<file path="config.mk">
export PLATFORM = sky130hd
export DESIGN_NAME = lsu_mem_if
export DESIGN_NICKNAME = d
export VERILOG_FILES = /design/src/rtl/lsu_mem_if.sv
export SDC_FILE = /design/constraint.sdc
export NUM_CORES = 1
export LEC_CHECK = 0
export CORE_ASPECT_RATIO = 2
export CORE_MARGIN = 4
export CORE_UTILIZATION = 35
export DETAILED_ROUTE_END_ITERATION = 7
export PLACE_DENSITY_LB_ADDON = 0.15
export SYNTH_ARGS = -nofsm -noshare
export SYNTH_HDL_FRONTEND = slang
export SYNTH_SLANG_ARGS = --single-unit
</file>
<file path="constraint.sdc">
create_clock -name clk -period 5.2 [get_ports clk]
set_input_delay 0.52 -clock clk [delete_from_list [all_inputs] [get_ports clk]]
set_output_delay 0.52 -clock clk [all_outputs]
set_load 0.005 [all_outputs]
</file>
<file path="src/rtl/lsu_mem_if.sv">
// rtl/lsu_mem_if.sv - RISC-V load/store unit bridging byte requests to a word-addressed data memory
//
// Converts LB/LH/LW/LBU/LHU/SB/SH/SW into word accesses. Sub-word stores use
// read-modify-write; loads are lane-extracted and sign/zero extended.
// Optional feature macro: LSU_MISALIGN_CHECK_EN (reject misaligned H/W accesses).
//
// Ports:
//   clk, reset          rising-edge clock, synchronous active-high reset
//   req_valid/req_ready request handshake (ready only while idle)
//   req_we, req_funct3  store flag and RISC-V access size/sign code
//   req_addr, req_wdata byte address and store data
//   rsp_valid           one-cycle completion pulse
//   rsp_rdata, rsp_err  extended load data (0 for stores/errors), error flag
//   mem_wr_en           one-cycle write strobe
//   mem_addr            word index (req_addr >> 2), registered
//   mem_wr_data         full word to write, registered
//   mem_rd_data         combinational read data for mem_addr
module lsu_mem_if #(
  parameter int ADDR_WIDTH = 32,
  parameter int DATA_WIDTH = 32
) (
  input  logic                  clk,
  input  logic                  reset,
  input  logic                  req_valid,
  output logic                  req_ready,
  input  logic                  req_we,
  input  logic [2:0]            req_funct3,
  input  logic [ADDR_WIDTH-1:0] req_addr,
  input  logic [DATA_WIDTH-1:0] req_wdata,
  output logic                  rsp_valid,
  output logic [DATA_WIDTH-1:0] rsp_rdata,
  output logic                  rsp_err,
  output logic                  mem_wr_en,
  output logic [ADDR_WIDTH-1:0] mem_addr,
  output logic [DATA_WIDTH-1:0] mem_wr_data,
  input  logic [DATA_WIDTH-1:0] mem_rd_data
);

  typedef enum logic [1:0] {S_IDLE, S_RD, S_WR, S_RESP} state_t;

  state_t                r_state;
  state_t                w_next;
  logic                  r_we;
  logic [2:0]            r_funct3;
  logic [1:0]            r_lane;
  logic [15:0]           r_wdata_lo;
  logic [DATA_WIDTH-1:0] r_rsp_rdata;
  logic                  r_rsp_err;
  logic [ADDR_WIDTH-1:0] r_mem_addr;
  logic [DATA_WIDTH-1:0] r_mem_wr_data;

  logic                  w_accept;
  logic                  w_illegal;
  logic                  w_misalign;
  logic                  w_err;
  logic [7:0]            w_byte;
  logic [15:0]           w_half;
  logic [DATA_WIDTH-1:0] w_load;
  logic [DATA_WIDTH-1:0] w_merged;

  assign w_accept = req_valid && req_ready;

  always_comb begin
    w_illegal = 1'b0;
    if (req_we) begin
      w_illegal = !(req_funct3 inside {3'b000, 3'b001, 3'b010});
    end else begin
      w_illegal = (req_funct3 == 3'b011) || (req_funct3[2:1] == 2'b11);
    end
  end

`ifdef LSU_MISALIGN_CHECK_EN
  // funct3[1:0] encodes size for both signed and unsigned variants.
  always_comb begin
    w_misalign = 1'b0;
    case (req_funct3[1:0])
      2'b01:   w_misalign = req_addr[0];
      2'b10:   w_misalign = |req_addr[1:0];
      default: w_misalign = 1'b0;
    endcase
  end
`else
  assign w_misalign = 1'b0;
`endif

  assign w_err = w_illegal || w_misalign;

  // Lane selection works on the word returned for the latched address.
  always_comb begin
    w_byte = mem_rd_data[7:0];
    case (r_lane)
      2'd0: w_byte = mem_rd_data[7:0];
      2'd1: w_byte = mem_rd_data[15:8];
      2'd2: w_byte = mem_rd_data[23:16];
      2'd3: w_byte = mem_rd_data[31:24];
    endcase
    w_half = r_lane[1] ? mem_rd_data[31:16] : mem_rd_data[15:0];

    w_load = mem_rd_data;
    case (r_funct3)
      3'b000:  w_load = {{24{w_byte[7]}}, w_byte};
      3'b001:  w_load = {{16{w_half[15]}}, w_half};
      3'b100:  w_load = {24'd0, w_byte};
      3'b101:  w_load = {16'd0, w_half};
      default: w_load = mem_rd_data;
    endcase

    w_merged = mem_rd_data;
    if (r_funct3 == 3'b000) begin
      case (r_lane)
        2'd0: w_merged[7:0]   = r_wdata_lo[7:0];
        2'd1: w_merged[15:8]  = r_wdata_lo[7:0];
        2'd2: w_merged[23:16] = r_wdata_lo[7:0];
        2'd3: w_merged[31:24] = r_wdata_lo[7:0];
      endcase
    end else if (r_funct3 == 3'b001) begin
      if (r_lane[1]) w_merged[31:16] = r_wdata_lo;
      else           w_merged[15:0]  = r_wdata_lo;
    end
  end

  always_ff @(posedge clk) begin
    if (reset) r_state <= S_IDLE;
    else       r_state <= w_next;
  end

  always_comb begin
    w_next    = r_state;
    req_ready = 1'b0;
    rsp_valid = 1'b0;
    mem_wr_en = 1'b0;
    case (r_state)
      S_IDLE: begin
        req_ready = !reset;
        if (w_accept) begin
          if (w_err)                              w_next = S_RESP;
          else if (req_we && req_funct3 == 3'b010) w_next = S_WR;
          else                                    w_next = S_RD;
        end
      end
      S_RD:   w_next = r_we ? S_WR : S_RESP;
      S_WR: begin
        mem_wr_en = 1'b1;
        w_next    = S_RESP;
      end
      S_RESP: begin
        rsp_valid = 1'b1;
        w_next    = S_IDLE;
      end
      default: w_next = S_IDLE;
    endcase
  end

  always_ff @(posedge clk) begin
    if (reset) begin
      r_we          <= 1'b0;
      r_funct3      <= 3'd0;
      r_lane        <= 2'd0;
      r_wdata_lo    <= 16'd0;
      r_rsp_rdata   <= '0;
      r_rsp_err     <= 1'b0;
      r_mem_addr    <= '0;
      r_mem_wr_data <= '0;
    end else begin
      case (r_state)
        S_IDLE: begin
          if (w_accept) begin
            r_we        <= req_we;
            r_funct3    <= req_funct3;
            r_lane      <= req_addr[1:0];
            r_wdata_lo  <= req_wdata[15:0];
            r_rsp_rdata <= '0;
            r_rsp_err   <= w_err;
            // Errored requests never touch memory, so the memory bus holds.
            if (!w_err) begin
              r_mem_addr <= {2'b00, req_addr[ADDR_WIDTH-1:2]};
              if (req_we && req_funct3 == 3'b010) r_mem_wr_data <= req_wdata;
            end
          end
        end
        S_RD: begin
          if (r_we) r_mem_wr_data <= w_merged;
          else      r_rsp_rdata   <= w_load;
        end
        default: ;
      endcase
    end
  end

  assign rsp_rdata   = r_rsp_rdata;
  assign rsp_err     = r_rsp_err;
  assign mem_addr    = r_mem_addr;
  assign mem_wr_data = r_mem_wr_data;

endmodule

</file>
-- After elaboration in Yosys (flattened, before gate mapping)
Index checks and enable logic that the tools add are counted.
- equality and inequality tests: 18
- mux-type cells: 28
- bitwise logic cells: 1
- reduce and logical (&&, ||, !) cells: 15
- operator list (cell ; number):
    2-to-1 mux 32 bit ; 8
    case mux 32 bit (2 select lines) ; 2
    case mux 32 bit (4 select lines) ; 1
    2-to-1 mux 16 bit ; 3
    2-to-1 mux 8 bit ; 4
    case mux 8 bit (4 select lines) ; 1
    == test 2 bit, second input constant ; 5
    != test 2 bit, second input constant ; 5
    case mux 2 bit (4 select lines) ; 1
    == test 3 x 1 -> 1 bit, second input constant ; 2
    == test 3 x 2 -> 1 bit, second input constant ; 2
    == test 3 bit, second input constant ; 2
    zero test 3 bit ; 2
    2-to-1 mux 2 bit ; 3
    AND reduction 3 bit ; 2
    2-to-1 mux 1 bit ; 5
    AND reduction 5 bit ; 1
    == test 2 x 1 -> 1 bit, second input constant ; 2
    zero test 2 bit ; 2
    nonzero test 3 bit ; 1
    logical AND 1 bit ; 2
    zero test 1 bit ; 2
    AND reduction 2 bit ; 1
    nonzero test 2 bit ; 1
    2 further kinds ; 2
- register bits: 119
- bits of input ports: 103
- output and inout port bits: 100
- logic and storage cells: 71

-- Longest topological paths before layout
Gate-level depths: netlist of the first run.
- depth in word-level cells: 7
- gate-level depth with buffers: 9
- depth with buffers taken out: 6

-- Worst setup path after synthesis of the first run
Ideal clock, no wire load.
- path kind: reg-to-reg
- start point: register r_state[1]
- end point: register r_mem_wr_data[6], in the netlist mem_wr_data[6]
- library setup time: 96 ps
- arrival time: 1818 ps
- data required time: 5104 ps
- setup slack: 3286 ps
- cell stages (with the launch flop): 10
- path buffers: 3
- clock period less this slack: 1914 ps
- cell sequence: dfxtp_1 -> inv_1 -> ha_1 -> buf_4 -> nand2b_1 -> buf_4 -> a21boi_4 -> nand2_2 -> buf_2 -> o41ai_2
- longest elaborated chain between the ends: 5
- elaborated cells on any way between the ends: 11
- classes of those cells: eq/ne: 5; mux: 2; reduce/logical: 4
- RTL lines (what ; RTL line ; text):
    start, declared ; 41 ; state_t r_state;
    start signal, assigned ; 124 ; else r_state <= w_next;
    zero test 2 bit ; 132, 165 ;
    2-to-1 mux 1 bit ; 132 ; case (r_state)
    logical AND 1 bit ; 61 ; assign w_accept = req_valid && req_ready;
    != test 2 bit (no source line) ; n/a ;
    AND reduction 5 bit (no source line) ; n/a ;
    end signal, assigned ; 177 ; if (req_we && req_funct3 == 3'b010) r_mem_wr_data <= req_wdata;
    end signal, assigned ; 182 ; if (r_we) r_mem_wr_data <= w_merged;
    end, declared ; 50 ; logic [DATA_WIDTH-1:0] r_mem_wr_data;
Several ways; a longest one is shown, not always the timed one.
A chain may end at the register's enable or synchronous reset.

-- Worst setup path after layout of the first run
- start point: register r_state[0]
- end point: register r_mem_wr_data[13], in the netlist mem_wr_data[13]
Same word-level chain as after synthesis.

==> flow_summary.json, run 1 <==
{
  "status": "finished, final reports clean",
  "synth_top_area_cell": "dfxtp_1",
  "fillers": 1666,
  "place_ws_ns": 2.038,
  "layout.cells.non_filler": 1077,
  "powerDensity_mw_per_mm2": 475.2,
  "grt_max_degree": 52,
  "postCtsSetupBuffers": 0,
  "num_vias": 5992,
  "min_path_type": "register to register",
  "syn_avg_cell_area_sq_um": 8.845,
  "initial_core_util_pct": 35.54,
  "path_clk_slew_ns": 0.05,
  "cts_sinks": 119,
  "die_y_um": 195.3,
  "r2r-end": "mem_wr_data[13]",
  "power_leakage_nw": 3.135,
  "ff2ff_path_depth": 7,
  "ir_worst_vdd_mv": 0.2652,
  "gr-usage-all-layers_pct": 22.38,
  "h-tree-depth": 4,
  "port-buffer-count": 200,
  "hold_path_depth": 2,
  "grt_pass1_vias": 6218,
  "ios": 203,
  "ys_ff_latch": 119,
  "hp-start": "rsp_rdata[6]",
  "dp.cells": 1045,
  "antenna_left": 0,
  "maxCapViolations": 0,
  "synth_top_cell_area_share_pct": 38.81,
  "dieArea_sq_mm": 0.01985,
  "rsz0062_at_grt": "false",
  "crit_start": "r_state[0]",
  "setup_slack_ns": 2.226,
  "first_pass_iters": 5,
  "clockBufferDepth": 2,
  "synthesis.area_sq_mm": 0.006138,
  "yosysWarnings": 0,
  "finalCriticalPeriod_ns": 2.974,
  "worst_pin_slew_ns": 1.267,
  "clock-root-buffer": "clkbuf_16",
  "fmax_mhz": 336.2,
  "setup.worst_path.end_class": "register",
  "whs_endpoint": "rsp_rdata[6]",
  "synth_edf_count": 0,
  "layout_worst_path_cycle_share_pct": 57.20,
  "row_count": 68,
  "ys_types": 58,
  "drive_gt1_share_pct": 11.53,
  "core_sq_mm": 0.01727,
  "cts_resized": 0,
  "hold_viol_final": 0,
  "worstPathArrival_ns": 3.22,
  "synthArstFlopShare_pct": 0,
  "skew_ns": 0.007120,
  "area_growth_pct": 42.01,
  "crit_type": "register to register",
  "finish.utilization_pct": 50.47,
  "postCtsHoldBufs": 0,
  "synth_area_leaders": "dfxtp_1 (39%), nand2_1 (8.1%), a21oi_1 (5.3%)",
  "routedWlPerCell_um": 20.83,
  "drt_iter0_drc": 321,
  "numCtsBuffers": 17,
  "relSlewSlack_pct": 15.39,
  "drcViolationCount": 0,
  "cp-start-kind": "register",
  "grt_overflow": 0,
  "grt_pass1_wl_um": 33840,
  "viasPerCell": 5.564,
  "finalWeightedCongestion": 0.8881,
  "r2r-start": "r_state[0]",
  "required_ns": 5.44,
  "drt_wl_total_um": 22440,
  "syn_inst": 694,
  "cp_max_fo": 35,
  "setup_viol": 0,
  "diodes": 0,
  "antenna_found_initial": 0,
  "die_x_um": 101.6,
  "tns_ns": 0,
  "nNetsFinal": 961,
  "clk_latency_ns": 0.42,
  "final_max_slew_viol_count": 0,
  "dp_hpwl_um": 17170,
  "regToRegSetupSlack_ns": 2.23,
  "cts_tree": "done",
  "hold_slack_ns": 0.4568,
  "yosysSeqAreaShare_pct": 38.81,
  "synth_flop_cell": "dfxtp_1"
}
[how the worst max path moves through the flow]
stage | to | slack, ns | cells after the start
after global placement | mem_wr_data[13] | 2.12 | 6
final | mem_wr_data[13] | 2.23 | 7
after detailed placement | mem_wr_data[28] | 2.04 | 6
after global routing | mem_wr_data[25] | 2.04 | 7
after floorplan | mem_wr_data[6] | 3.29 | 9
after CTS | mem_wr_data[13] | 2.23 | 7
[state kept, by name (all words and copies together), names as in the netlist]
register	count
r_wdata_lo	16
mem_wr_data	32
r_we	1
r_state	2
r_funct3	3
rsp_err	1
mem_addr	30
r_lane	2
rsp_rdata	32
[per-layer routing]
| layer | vias to the layer above | global-route usage (%) | share of wire, % |
|---|---|---|---|
| met5 | - | 0 | 0 |
| met4 | 0 | 15.88 | 6.6 |
| met3 | 65 | 5.041 | 5.7 |
| met2 | 237 | 39.50 | 52 |
| met1 | 2833 | 22.30 | 35 |
| li1 | 2857 | - | - |
[power breakdown]
group          total (mW)  internal, mW  leakage (nW)  switching [mW]
Clock                1.17         0.739         0.280           0.428
Sequential           1.26          1.11         0.969           0.141
Combinational        1.72         0.761          1.89           0.959
[worst max-delay path, cell delays in order, from the launching register on]
cell and delay, ns:
dfxtp_1 0.34, inv_1 0.09, ha_1 0.49, and3b_1 0.22, buf_4 0.34, o21ai_2 0.28, nor2_2 0.80, a311oi_2 0.21
[synth_stat cells (6+ instances only)]
master       n
mux2_2      27
dfxtp_1    119
a21oi_1     65
a311oi_2    10
a311oi_1     6
nand2_1    132
a2bb2oi_1   16
nor4_1       8
o41ai_2      8
inv_1       13
o41ai_1      8
nand2b_1    37
o31ai_1      9
mux2i_1     20
nand3_1     14
o21ai_0     11
nor2_1      23
o311ai_1     7
a32o_1      32
o211ai_1     8
clkbuf_1    33
buf_2       18
buf_4        6
[cells in the final DEF (no fill, tap or decap), types with 8 or more instances in the layout]
cell	count
nand2b_1	37
a21oi_1	65
o31ai_1	9
a32o_1	32
mux2i_1	20
dfxtp_1	119
a311oi_2	10
clkdlybuf4s50_1	199
nor2_1	23
nor4_1	8
nand2_1	132
o211ai_1	8
nand3_1	14
o41ai_1	8
o41ai_2	8
clkbuf_16	17
a2bb2oi_1	16
o21ai_0	10
mux2_2	27
inv_1	13
[metrics by stage]
stage	area [sq um]	power [mW]
final	8717	4.142
after global routing	8717	4.357
after CTS	8717	4.171
after detailed placement	8124	2.990
after global placement	8124	2.943
after floorplan	6142	2.324
[cell families after synthesis]
family,Yosys count,share of synthesized area (%)
AND/OR/NAND/NOR,237,18.41
AO/OA/AOI/OAI,201,26.48
flip-flops,119,38.81
buffers and inverters,81,6.298
multiplexers,51,9.132
adder cells (fa/ha/maj),4,0.8154
other,1,0.06109
[final cells by class]
type	count	area (sq um)	share of cell area [%]
Multi-Input combinational cell	495	3377	38.74
Sequential cell	119	2382	27.33
Timing Repair Buffer	207	2049	23.51
Clock buffer	20	466.7	5.354
Tap cell	210	262.8	3.014
Clock inverter	12	126.4	1.450
Inverter	14	52.55	0.6028
No activity file was read; power rests on OpenSTA's default activity.
==> inputs of run 2 (changes only) <==
==> constraint.sdc (replaced) <==
create_clock -name clk -period 3.1 [get_ports clk]
set_input_delay 0.31 -clock clk [delete_from_list [all_inputs] [get_ports clk]]
set_output_delay 0.31 -clock clk [all_outputs]
set_load 0.005 [all_outputs]
==> run 2 against run 1 <==
Die area unchanged; clock power up 73%; maximum frequency up 18%; final area up 0.72%; sequential share of layout area down 0.19 points; clock-buffer cell count up 1; utilization up 0.36 points; register-to-register slack worse by 1.6 ns.
==> flow_summary.json, run 2 (synthesis results as in run 1) <==
{
  "clockBufferDepth": 2,
  "power_leakage_nw": 3.187,
  "relSlewSlack_pct": 17.81,
  "setup.worst_path.end_class": "register",
  "ir_worst_vdd_mv": 0.5078,
  "setup_viol": 0,
  "cts_tree": "done",
  "h-tree-depth": 4,
  "place_ws_ns": 0.5977,
  "dieArea_sq_mm": 0.01985,
  "grt_overflow": 0,
  "drcViolationCount": 0,
  "drt_wl_total_um": 22410,
  "fmax_mhz": 397.4,
  "finalWeightedCongestion": 0.8594,
  "nNetsFinal": 969,
  "layout_worst_path_cycle_share_pct": 81.16,
  "worstPathArrival_ns": 2.76,
  "layout_commonest_cell": "clkdlybuf4s50_1",
  "ios": 203,
  "first_pass_iters": 5,
  "antenna_found_initial": 0,
  "grt_pass1_wl_um": 34560,
  "grt_max_degree": 48,
  "worst_pin_slew_ns": 1.230,
  "tns_ns": 0,
  "finalCriticalPeriod_ns": 2.516,
  "maxCapViolations": 0,
  "cts_sinks": 119,
  "p_total_mw": 7.055,
  "min_path_type": "input pin to register",
  "final_max_slew_viol_count": 0,
  "fillers": 1662,
  "cp_max_fo": 17,
  "die_y_um": 195.3,
  "grt_pass1_vias": 6287,
  "initial_core_util_pct": 35.54,
  "cp-start-kind": "register",
  "required_ns": 3.35,
  "numCtsBuffers": 17,
  "drive_gt1_share_pct": 12.03,
  "crit_type": "register to register",
  "status": "finished, final reports clean",
  "powerDensity_mw_per_mm2": 803.6,
  "routedWlPerCell_um": 20.69,
  "layout_common_cells": "clkdlybuf4s50_1 (199), nand2_1 (132), dfxtp_1 (119), a21oi_1 (65), nand2b_1 (37)",
  "postCtsHoldBufs": 0,
  "antenna_left": 0,
  "dp.cells": 1053,
  "dp_hpwl_um": 17060,
  "setup_slack_ns": 0.5839,
  "row_count": 68,
  "layout.cells.non_filler": 1083,
  "viasPerCell": 5.472,
  "diodes": 0,
  "area_growth_pct": 43.03,
  "clock-root-buffer": "clkbuf_16",
  "drt_iter0_drc": 306,
  "gr-usage-all-layers_pct": 22.65,
  "core_sq_mm": 0.01727,
  "cts_resized": 0,
  "clk_latency_ns": 0.41,
  "die_x_um": 101.6,
  "path_clk_slew_ns": 0.06,
  "port-buffer-count": 200,
  "skew_ns": 0.01074,
  "hold_viol_final": 0,
  "postCtsSetupBuffers": 0,
  "rsz0062_at_grt": "false",
  "num_vias": 5926
}
run 2: cell count changes in the layout (fill, tap and decap cells not counted):
cell,previous run,this run
buf_4,7,15
bufinv_16,2,3
clkbuf_1,0,1
clkinv_4,1,0
clkinvlp_4,5,2
run 2: layout make-up:
class                      instances  area (sq um)  area share [%]
inverter                          14         52.55          0.5985
tap                              210         262.8           2.993
sequential                       119          2382           27.13
clock inverter                     9         125.1           1.425
timing repair buffer             215          2110           24.03
clock buffer                      21         470.5           5.358
multi-input combinational        495          3377           38.46
run 2: worst max-delay path, cell delays in order (launching register included):
cell and delay, ns:
dfxtp_1 0.34, inv_1 0.09, ha_1 0.49, nand3b_4 0.30, o21a_1 0.50, nor2_2 0.19
buf_4 0.28, a311oi_1 0.14
run 2: where the power goes:
part	internal (mW)	switching [mW]	total [mW]
clock	1.31	0.710	2.02
sequential	1.87	0.254	2.12
combinational	1.32	1.59	2.91
run 2: path summary, 6_finish.rpt:
kind,from,end,slack (ns),cells past startpoint
worst max-delay path,r_state[1],mem_wr_data[26],0.58,7
worst min register to register,mem_addr[11],mem_addr[11],0.45,2
worst min-delay path,reset,r_state[1],0.21,2
worst max register to register,r_state[1],mem_wr_data[26],0.58,7
run 2: per-layer routing:
layer,GRT usage (%),part of all wire (%),vias up
met4,13.12,5.6,0
met1,22.98,34,2796
met2,41.06,54,217
li1,-,-,2853
met3,5.005,6.1,60
met5,0,0,-
run 2: stage by stage:
| stage | util, % | cell area, sq um | hold slack [ns] |
|---|---|---|---|
| 2_1_floorplan | - | 6142 | 0.4090 |
| 3_5_place_dp | 47.38 | 8184 | 0.4474 |
| 3_3_place_gp | 47.38 | 8184 | 0.4429 |
| 5_1_grt | 50.83 | 8780 | 0.2250 |
| 4_1_cts | 50.83 | 8780 | 0.2038 |
| 6_report | 50.83 | 8780 | 0.2131 |
==> inputs of run 3 (changes only) <==
==> constraint.sdc (replaced) <==
create_clock -name clk -period 2 [get_ports clk]
set_input_delay 0.2 -clock clk [delete_from_list [all_inputs] [get_ports clk]]
set_output_delay 0.2 -clock clk [all_outputs]
set_load 0.005 [all_outputs]
==> run 3 against run 2 <==
Sequential share of layout area down 1.3 points; worst hold slack worse by 0.034 ns; power up 63%; maximum frequency up 31%; combinational power up 79%; final area up 5.2%; clock-buffer cell count up 1; non-clock buffer count up 48; sequential cell count unchanged; global-route usage up 1.5 points.
==> flow_summary.json, run 3 (synthesis results as in run 1) <==
{
  "status": "finished, final reports clean",
  "initial_core_util_pct": 35.54,
  "ios": 203,
  "first_pass_iters": 5,
  "port-buffer-count": 200,
  "max_stage_delay_ns": 0.50,
  "num_vias": 6241,
  "antenna_found_initial": 0,
  "cts_sinks": 119,
  "relSlewSlack_pct": 65.95,
  "path_common_cell": "mux2_2",
  "numCtsBuffers": 17,
  "drt_wl_total_um": 23820,
  "finalCriticalPeriod_ns": 1.919,
  "grt_pass1_vias": 6575,
  "row_count": 68,
  "area_growth_pct": 50.45,
  "min_path_type": "input pin to register",
  "required_ns": 2.28,
  "dp.cells": 1101,
  "routedWlPerCell_um": 21.04,
  "fmax_mhz": 521.1,
  "crit_family": "multiplexers",
  "cp_num_buf_inv": 1,
  "place_ws_ns": -0.04043,
  "skew_ns": 0.009555,
  "dieArea_sq_mm": 0.01985,
  "grt_pass1_wl_um": 36390,
  "viasPerCell": 5.513,
  "hp-start": "reset",
  "crit_start": "r_lane[1]",
  "layout_common_cells": "clkdlybuf4s50_1 (198), nand2_1 (132), dfxtp_1 (119), a21oi_1 (65), buf_4 (55)",
  "path_cells": "buf_12, mux2_2, mux2_2, o221ai_1, a21oi_1",
  "setup.worst_path.end_class": "register",
  "grt_overflow": 0,
  "layout_commonest_cell": "clkdlybuf4s50_1",
  "worstPathArrival_ns": 2.20,
  "crit_type": "register to register",
  "finish.utilization_pct": 53.47,
  "core_sq_mm": 0.01727,
  "drive_gt1_share_pct": 16.92,
  "cp-start-kind": "register",
  "worst_pin_slew_ns": 0.5107,
  "drt_iter0_drc": 301,
  "cts_resized": 5,
  "layout_worst_path_cycle_share_pct": 95.95,
  "die_x_um": 101.6,
  "final_area_sq_mm": 0.009235,
  "r2r-start": "r_lane[1]",
  "final_max_slew_viol_count": 0,
  "clock-root-buffer": "clkbuf_16",
  "maxCapViolations": 0,
  "drcViolationCount": 0,
  "cp_max_fo": 10,
  "dp_hpwl_um": 18530,
  "placed_area_sq_mm": 0.008645,
  "p_total_mw": 11.48,
  "power_leakage_nw": 3.457,
  "tns_ns": 0,
  "clockBufferDepth": 2,
  "finalWeightedCongestion": 0.8876,
  "rsz0062_at_grt": "false",
  "worst_path_max_delay_cell": "dfxtp_1",
  "antenna_left": 0,
  "postCtsSetupBuffers": 0,
  "hold_slack_ns": 0.1786,
  "cp_num_cells": 5,
  "gr-usage-all-layers_pct": 24.12,
  "die_y_um": 195.3,
  "layout.cells.non_filler": 1132,
  "path_clk_slew_ns": 0.06,
  "nNetsFinal": 1017,
  "ir_worst_vdd_mv": 0.6268,
  "setup_viol": 0,
  "h-tree-depth": 4,
  "postCtsHoldBufs": 0,
  "hold_path_depth": 2,
  "ff2ff_path_depth": 5,
  "clk_latency_ns": 0.42,
  "cts_tree": "done",
  "powerDensity_mw_per_mm2": 1243,
  "hold_viol_final": 0,
  "setup_slack_ns": 0.08096,
  "diodes": 0,
  "grt_max_degree": 38
}
[run 3: metal layers]
layer,track usage [%],up-vias,routed length (um)
li1,-,2957,-
met1,23.13,2931,7747
met2,43.97,289,12950
met3,6.006,64,1578
met4,15.48,0,1549
met5,0,-,0
[run 3: final timing paths]
| kind | to | slack, ns |
|---|---|---|
| max | rsp_rdata[3] | 0.08 |
| min | mem_wr_data[27] | 0.18 |
| max reg2reg | rsp_rdata[3] | 0.08 |
| min reg2reg | mem_addr[5] | 0.45 |
[run 3: final cells by class]
cell class	count	area [sq um]
clock buffers	22	474.2
clock inverters	9	100.1
inverters	14	52.55
well taps	210	262.8
multi-input cells	495	3395
flip-flops and latches	119	2382
repair buffers	263	2569
fillers	1620	8036
[run 3: power by group]
part	internal, mW	switching (mW)	total [mW]	leakage (nW)
Clock	1.91	1.11	3.02	0.282
Sequential	2.90	0.357	3.25	0.969
Combinational	2.51	2.69	5.20	2.21
